==> config.mk <==
export PLATFORM = sky130hd
export DESIGN_NAME = jogador_automatico_flat
export DESIGN_NICKNAME = d
export VERILOG_FILES = /design/src/rtl/jogador_automatico_if.sv /design/src/rtl/jogador_automatico.sv /design/src/flat_wrapper.sv
export SDC_FILE = /design/constraint.sdc
export NUM_CORES = 1
export LEC_CHECK = 0
export CORE_MARGIN = 3
export CORE_UTILIZATION = 50
export CTS_BUF_LIST = sky130_fd_sc_hd__clkbuf_2
export DETAILED_ROUTE_END_ITERATION = 8
export PLACE_DENSITY = 0.73
export SLEW_MARGIN = 10
export SYNTH_ARGS = -nofsm -noshare
export SYNTH_HDL_FRONTEND = slang
export SYNTH_SLANG_ARGS = --single-unit
==> constraint.sdc <==
create_clock -name clock -period 4.26 [get_ports clock]
set_clock_uncertainty 0.2 [all_clocks]
set_input_delay 0.852 -clock clock [delete_from_list [all_inputs] [get_ports clock]]
set_output_delay 0.852 -clock clock [all_outputs]
set_load 0.1 [all_outputs]
==> src/rtl/jogador_automatico_if.sv <==
// jogador_automatico_if: game-facing signals between the game and the automatic player.
interface jogador_automatico_if;
    logic [3:0] leds;
    logic       vez_jogador;
    logic [3:0] botoes;
    modport master (output leds, output vez_jogador, input botoes);
    modport slave (input leds, input vez_jogador, output botoes);
endinterface

==> src/rtl/jogador_automatico.sv <==
// jogador_automatico: records the game's one-hot LED sequence and replays it
// as timed, one-hot button presses when the game hands the turn to the player.
module jogador_automatico #(
    parameter int HOLD_CICLOS  = 500,
    parameter int GAP_CICLOS   = 500,
    parameter int PROFUNDIDADE = 16
) (
    input  logic                       clock,
    input  logic                       reset,
    input  logic                       habilita,
    jogador_automatico_if.slave        jogo,
    output logic                       ocupado,
    output logic                       concluido,
    output logic [4:0]                 num_capturadas,
    output logic                       erro_padrao,
    output logic                       erro_overflow,
    output logic [1:0]                 db_estado
);
    localparam int MAXC = (HOLD_CICLOS > GAP_CICLOS) ? HOLD_CICLOS : GAP_CICLOS;
    localparam int CW   = (MAXC > 1) ? $clog2(MAXC) : 1;
    localparam int AW   = (PROFUNDIDADE > 1) ? $clog2(PROFUNDIDADE) : 1;
    typedef enum logic [1:0] {OCIOSO = 2'd0, PRESSIONA = 2'd1, INTERVALO = 2'd2, CONCLUIDO = 2'd3} estado_t;
    estado_t        estado_q, estado_d;
    logic [CW-1:0]  cnt_q, cnt_d;
    logic [3:0]     indice_q, indice_d;
    logic [4:0]     num_q, num_d;
    logic [3:0]     botoes_q, botoes_d;
    logic [3:0]     leds_ant;
    logic           vez_ant;
    logic           erro_padrao_q, erro_padrao_d;
    logic           erro_overflow_q, erro_overflow_d;
    logic           grava;
    logic [3:0]     mem [PROFUNDIDADE];
    logic           um_quente, captura, padrao_invalido, inicio, cheio, fim_hold, fim_gap, ha_proximo;
    logic [AW-1:0]  prox;
    assign um_quente       = (jogo.leds != 4'd0) && ((jogo.leds & (jogo.leds - 4'd1)) == 4'd0);
    assign captura         = (estado_q == OCIOSO) && !jogo.vez_jogador && (leds_ant == 4'd0) && um_quente;
    assign padrao_invalido = (estado_q == OCIOSO) && (leds_ant == 4'd0) && (jogo.leds != 4'd0) && !um_quente;
    assign inicio          = (estado_q == OCIOSO) && jogo.vez_jogador && !vez_ant;
    assign cheio           = (num_q == 5'(PROFUNDIDADE));
    assign fim_hold        = (cnt_q == CW'(HOLD_CICLOS - 1));
    assign fim_gap         = (cnt_q == CW'(GAP_CICLOS - 1));
    assign ha_proximo      = ({1'b0, indice_q} + 5'd1) < num_q;
    assign prox            = indice_q[AW-1:0] + AW'(1);
    always_comb begin
        estado_d        = estado_q;
        cnt_d           = cnt_q;
        indice_d        = indice_q;
        num_d           = num_q;
        botoes_d        = botoes_q;
        erro_padrao_d   = erro_padrao_q | padrao_invalido;
        erro_overflow_d = erro_overflow_q;
        grava           = 1'b0;
        if (!habilita) begin
            estado_d = OCIOSO;
            cnt_d    = '0;
            indice_d = '0;
            num_d    = '0;
            botoes_d = '0;
        end else begin
            case (estado_q)
                OCIOSO: begin
                    botoes_d = '0;
                    if (captura) begin
                        erro_overflow_d = erro_overflow_q | cheio;
                        grava           = !cheio;
                        num_d           = cheio ? num_q : num_q + 5'd1;
                    end
                    if (inicio) begin
                        estado_d = (num_q != 5'd0) ? PRESSIONA : CONCLUIDO;
                        cnt_d    = '0;
                        indice_d = '0;
                        botoes_d = (num_q != 5'd0) ? mem[0] : 4'd0;
                    end
                end
                PRESSIONA, INTERVALO: begin
                    // The game dropping the turn mid-playback means timeout or loss: abandon the sequence.
                    if (!jogo.vez_jogador) begin
                        estado_d = OCIOSO;
                        cnt_d    = '0;
                        indice_d = '0;
                        num_d    = '0;
                        botoes_d = '0;
                    end else if (estado_q == PRESSIONA) begin
                        estado_d = fim_hold ? INTERVALO : PRESSIONA;
                        cnt_d    = fim_hold ? '0 : cnt_q + CW'(1);
                        botoes_d = fim_hold ? 4'd0 : botoes_q;
                    end else if (fim_gap) begin
                        estado_d = ha_proximo ? PRESSIONA : CONCLUIDO;
                        cnt_d    = '0;
                        indice_d = indice_q + 4'd1;
                        botoes_d = ha_proximo ? mem[prox] : 4'd0;
                    end else begin
                        cnt_d = cnt_q + CW'(1);
                    end
                end
                default: begin
                    botoes_d = '0;
                    if (!jogo.vez_jogador) begin
                        estado_d = OCIOSO;
                        indice_d = '0;
                        num_d    = '0;
                    end
                end
            endcase
        end
    end
    always_ff @(posedge clock or negedge reset) begin
        if (!reset) begin
            estado_q        <= OCIOSO;
            cnt_q           <= '0;
            indice_q        <= '0;
            num_q           <= '0;
            botoes_q        <= '0;
            leds_ant        <= '0;
            vez_ant         <= 1'b0;
            erro_padrao_q   <= 1'b0;
            erro_overflow_q <= 1'b0;
        end else begin
            estado_q        <= estado_d;
            cnt_q           <= cnt_d;
            indice_q        <= indice_d;
            num_q           <= num_d;
            botoes_q        <= botoes_d;
            leds_ant        <= jogo.leds;
            vez_ant         <= jogo.vez_jogador;
            erro_padrao_q   <= erro_padrao_d;
            erro_overflow_q <= erro_overflow_d;
        end
    end
    // Storage needs no reset: only entries below num_capturadas are ever replayed.
    always_ff @(posedge clock) begin
        if (grava) mem[num_q[AW-1:0]] <= jogo.leds;
    end
    assign jogo.botoes    = botoes_q;
    assign ocupado        = (estado_q == PRESSIONA) || (estado_q == INTERVALO);
    assign concluido      = (estado_q == CONCLUIDO);
    assign num_capturadas = num_q;
    assign erro_padrao    = erro_padrao_q;
    assign erro_overflow  = erro_overflow_q;
    assign db_estado      = estado_q;
endmodule

==> src/flat_wrapper.sv <==
// flat-port wrapper written by rule: the top's interface ports become plain ports
module jogador_automatico_flat 
#(
    parameter int HOLD_CICLOS  = 500,
    parameter int GAP_CICLOS   = 500,
    parameter int PROFUNDIDADE = 16
)
  (clock, reset, habilita, ocupado, concluido, num_capturadas, erro_padrao, erro_overflow, db_estado, jogo_leds, jogo_vez_jogador, jogo_botoes);
  jogador_automatico_if jogo_i ();
  input  logic clock;
  input  logic reset;
  input  logic habilita;
  output logic ocupado;
  output logic concluido;
  output logic [4:0] num_capturadas;
  output logic erro_padrao;
  output logic erro_overflow;
  output logic [1:0] db_estado;
  input wire logic [$bits(jogo_i.leds)-1:0] jogo_leds;
  input wire logic [$bits(jogo_i.vez_jogador)-1:0] jogo_vez_jogador;
  output wire logic [$bits(jogo_i.botoes)-1:0] jogo_botoes;
  assign jogo_i.leds = jogo_leds;
  assign jogo_i.vez_jogador = jogo_vez_jogador;
  assign jogo_botoes = jogo_i.botoes;
  jogador_automatico #(.HOLD_CICLOS(HOLD_CICLOS), .GAP_CICLOS(GAP_CICLOS), .PROFUNDIDADE(PROFUNDIDADE)) u_core (.clock(clock), .reset(reset), .habilita(habilita), .jogo(jogo_i), .ocupado(ocupado), .concluido(concluido), .num_capturadas(num_capturadas), .erro_padrao(erro_padrao), .erro_overflow(erro_overflow), .db_estado(db_estado));
endmodule
==> results_tabular.tex <==
\begin{tabular}{lr}
\hline
Metric & Value \\
\hline
\multicolumn{2}{l}{\textbf{Finish}} \\
\quad Antenna cell count & 0 \\
\quad Fill cells & 665 \\
\quad Layout-stage area growth over the synthesis result & 10.2\% \\
\quad Area of all sequential standard cells & 2700 µm² \\
\quad Share of layout cells above drive strength 1 & 0.169 \\
\quad Final-stage net count & 356 \\
\quad Post-route insts no fill & 443 \\
\quad Area occupied by multi-input gates & 1580 µm² \\
\multicolumn{2}{l}{\textbf{Setup path}} \\
\quad Critical path required time & 3210 ps \\
\quad Crit-path max FO & 5 \\
\quad Count of buffering cells on the critical path with inverters included & 1 \\
\quad Cell chain of the critical path & ha\_1 -> clkdlybuf4s50\_1 \\
\quad CP Class & reg -> out \\
\quad Launch point of the worst path & u\_core.db\_estado[0]\$\_DFFE\_PN0P\_ \\
\quad Max stage delay cell, worst path & clkdlybuf4s50\_1 \\
\quad Delay contributed by the slowest stage of the critical path & 1180 ps \\
\quad Arrival time worst endpoint & 2490 ps \\
\quad Startpoint type of the worst setup path & flop \\
\quad R2R Path Start & u\_core.db\_estado[1]\$\_DFFE\_PN0P\_ \\
\quad Kind of end point of the critical path & output port \\
\quad Family of cells with the greatest summed delay on the critical path & buffers and inverters \\
\multicolumn{2}{l}{\textbf{Floorplan}} \\
\quad Num rows & 33 \\
\quad Standard cell core area & 8380 µm² \\
\quad Full die area & 10000 µm² \\
\quad Die width & 100 µm \\
\quad Vertical extent of the die & 100 µm \\
\quad Top-level I/O count & 23 \\
\quad Starting density of the core & 0.527 \\
\multicolumn{2}{l}{\textbf{Clock network}} \\
\quad TritonCTS clock tree & yes \\
\quad Hold\_buf cts & 0 \\
\quad Clock slew at reported path FFs & 250 ps \\
\quad Clk sink count & 95 \\
\quad Clock root buffer & clkbuf\_2 \\
\quad Clock Latency Late Sink & 550 ps \\
\quad Setup Fix Bufs, Post-CTS & 0 \\
\quad H-tree depth & 3 \\
\quad Number of gates resized after CTS & 0 \\
\quad Maximum root-to-sink buffer count & 2 \\
\quad CTS Buf Count & 9 \\
\multicolumn{2}{l}{\textbf{STA}} \\
\quad Final period demand of the worst path & 3540 ps \\
\quad Final setup violation count & 0 \\
\quad Max\_slew headroom & 0.345 \\
\quad Period utilization & 0.831 \\
\quad Final hold viol count & 0 \\
\quad Final slew viol count & 0 \\
\quad Total negative slack for setup checks & 0 ps \\
\quad Minimum setup slack in the final design & 718 ps \\
\quad Setup repair after global routing missed its margin & false \\
\quad Top achievable clock speed & 282 MHz \\
\quad Worst-margin pin slew & 979 ps \\
\multicolumn{2}{l}{\textbf{Drt}} \\
\quad Antenna violation net count after detailed routing & 0 \\
\quad Routed via count divided by cell count & 5.98 \\
\quad Total number of vias & 2648 \\
\quad Detailed router's first-iteration violation count & 152 \\
\quad Final Routed Wirelength & 8570 µm \\
\quad Remaining DRCs & 0 \\
\quad Routed len/inst & 19.3 µm \\
\quad Detailed-router iteration count before antenna repair & 4 \\
\multicolumn{2}{l}{\textbf{Synth}} \\
\quad Count of cell types in the netlist & 56 \\
\quad Synthesized flop and latch total & 95 \\
\quad Mapped Cells & 306 \\
\quad Sequential area share after synthesis & 0.611 \\
\quad Number of enable-type register cells in the synthesized netlist & 64 \\
\quad Primary flip-flop cell chosen by synthesis mapping & edfxtp\_1 \\
\quad Area of the mapped netlist & 4420 µm² \\
\quad Proportion of register bits with asynchronous set or reset after synthesis & 0.326 \\
\quad Ys Warns & 0 \\
\quad Mean Syn Cell Area & 14.4 µm² \\
\quad Post-synthesis net count & 329 \\
\multicolumn{2}{l}{\textbf{Placed design}} \\
\quad Routability-driven placement congestion ratio & 0.803 \\
\quad Hpwl dp & 6120 µm \\
\quad Setup Slack @ Placement & 799 ps \\
\quad Count of input and output buffers & 22 \\
\quad DP Cell Count & 427 \\
\multicolumn{2}{l}{\textbf{Pwr}} \\
\quad Gate power share & 0.319 \\
\quad Sequential share of power & 0.469 \\
\quad Leakage power & 1.81 nW \\
\quad Clock power frac & 0.212 \\
\quad P\_int & 1.42 mW \\
\quad Switching share of power & 0.352 \\
\quad Maximum vdd drop & 357 µV \\
\quad Total power of the final layout & 2.20 mW \\
\quad Pwr Density & 451 nW/µm² \\
\quad Switching power of the nets & 0.773 mW \\
\multicolumn{2}{l}{\textbf{Global route}} \\
\quad Pin count of the biggest net entering global routing & 32 \\
\quad Global Route met2 Usage & 0.276 \\
\quad Number of antenna violations at the first check in global routing & 0 \\
\quad Fraction of met3 tracks used by global routing & 0.0271 \\
\quad Most heavily used metal layer in global routing & met1 \\
\quad Via count of the first global-routing pass & 2643 \\
\quad Total routing resource utilization after global routing & 0.188 \\
\quad Global-route wire length before repair & 14200 µm \\
\quad Sum of overflow across all layers after global routing & 0 \\
\quad Grt met1 use & 0.286 \\
\multicolumn{2}{l}{\textbf{Min path}} \\
\quad Worst min-delay path category & reg -> reg \\
\quad Worst Min Path Start & u\_core.erro\_overflow\$\_DFFE\_PN0P\_ \\
\multicolumn{2}{l}{\textbf{Job}} \\
\quad Number of maximum-capacitance constraint violations & 0 \\
\multicolumn{2}{l}{\textbf{Outcome}} \\
\quad Status & complete, no violations \\
\hline
\end{tabular}
cells in the final DEF (no fill, tap or decap), types with 7 or more instances in the layout:
master | synthesis | layout
o21ai_0 | 10 | 10
nand2_1 | 22 | 22
and3_1 | 9 | 9
buf_4 | 2 | 7
dfrtp_1 | 31 | 31
inv_1 | 15 | 15
nor3_1 | 12 | 12
clkbuf_2 | 0 | 9
clkdlybuf4s50_1 | 0 | 21
edfxtp_1 | 64 | 64
mux4_2 | 20 | 20
nor2_1 | 18 | 18
nand3_1 | 9 | 9
ha_1 | 15 | 15
path summary, 6_finish.rpt:
path,slack (ps),end,depth (start not counted)
setup / recovery,720,concluido,2
hold / removal,300,u_core.erro_overflow$_DFFE_PN0P_,1
setup reg to reg,1170,u_core.mem[6][3]$_DFFE_PP_,7
hold reg to reg,300,u_core.erro_overflow$_DFFE_PN0P_,1
max in group asynchronous,3100,u_core.leds_ant[0]$_DFF_PN0_,2
min in group asynchronous,440,u_core.cnt_q[5]$_DFFE_PN0P_,2
registers in the layout (all words and copies together) (netlist names):
| register | flops |
|---|---|
| u_core.num_capturadas | 5 |
| u_core.vez_ant | 1 |
| u_core.cnt_q | 9 |
| u_core.indice_q | 4 |
| u_core.erro_overflow | 1 |
| u_core.leds_ant | 4 |
| u_core.db_estado | 2 |
| u_core.erro_padrao | 1 |
| u_core.mem | 64 |
| u_core.jogo.botoes | 4 |
worst register-to-register path: cells and delay by family, from the launching register on:
kind / cells / cell delay (ps)
and+or+nand+nor: 4 / 1280
DFF: 1 / 470
adders and majority gates: 1 / 350
AOI/OAI and AO/OA: 1 / 330
buffers and inverters: 1 / 130
cells by family after synthesis:
group                      after synthesis  synth area share
AOI/OAI and AO/OA                       48            0.0816
xor gates and xnor gates                 6            0.0162
adders and majority gates               15            0.0425
buffers and inverters                   28            0.0303
DFF                                     95             0.611
muxes                                   26             0.116
and+or+nand+nor                         88             0.102
cell usage after synthesis, types with 3 or more instances:
cell type / n / area (µm²)
a21oi_1: 3 / 15.0
ha_1: 15 / 188
mux4_2: 20 / 450
inv_1: 15 / 56.3
a22oi_1: 5 / 37.5
nand3_1: 9 / 45.0
buf_2: 5 / 25.0
o21ai_0: 10 / 50.1
and2_1: 3 / 18.8
dfrtp_1: 31 / 776
mux2_2: 3 / 33.8
nand2_1: 22 / 82.6
nor3_1: 12 / 60.1
edfxtp_1: 64 / 1920
nor2_1: 18 / 67.6
a21o_1: 5 / 37.5
xnor2_1: 3 / 26.3
mux2i_1: 3 / 30.0
a211oi_1: 3 / 22.5
and3_1: 9 / 56.3
o31ai_1: 4 / 30.0
through the flow:
step | area [µm²] | hold WS, ps | utilization
after global placement | 4740 | 267 | 0.565
after CTS | 4860 | 304 | 0.580
after global routing | 4860 | 350 | 0.580
after floorplan | 4420 | 244 | -
final | 4860 | 304 | 0.580
after detailed placement | 4740 | 248 | 0.565
area by class of cell:
cell class / count / area share
multi-input combinational: 183 / 0.326
sequential: 95 / 0.555
inverter: 16 / 0.0123
tap: 105 / 0.0270
clock buffer: 9 / 0.00926
timing repair buffer: 28 / 0.0540
clock inverter: 7 / 0.0172
power by group through the flow:
stage / Combinational (mW) / Sequential (mW) / Clock, mW
floorplan: 0.461 / 1.14 / 0
global placement: 0.701 / 1.05 / 0
detailed placement: 0.707 / 1.05 / 0
CTS: 0.709 / 1.03 / 0.471
global route: 0.755 / 1.04 / 0.509
finish: 0.701 / 1.03 / 0.466
metal layers:
layer,vias up,part of all wire
met1,1318,0.46
met2,92,0.47
li1,1225,-
met5,-,0
met4,0,0.015
met3,13,0.055
Note: power is estimated with default switching activity, not from simulation.
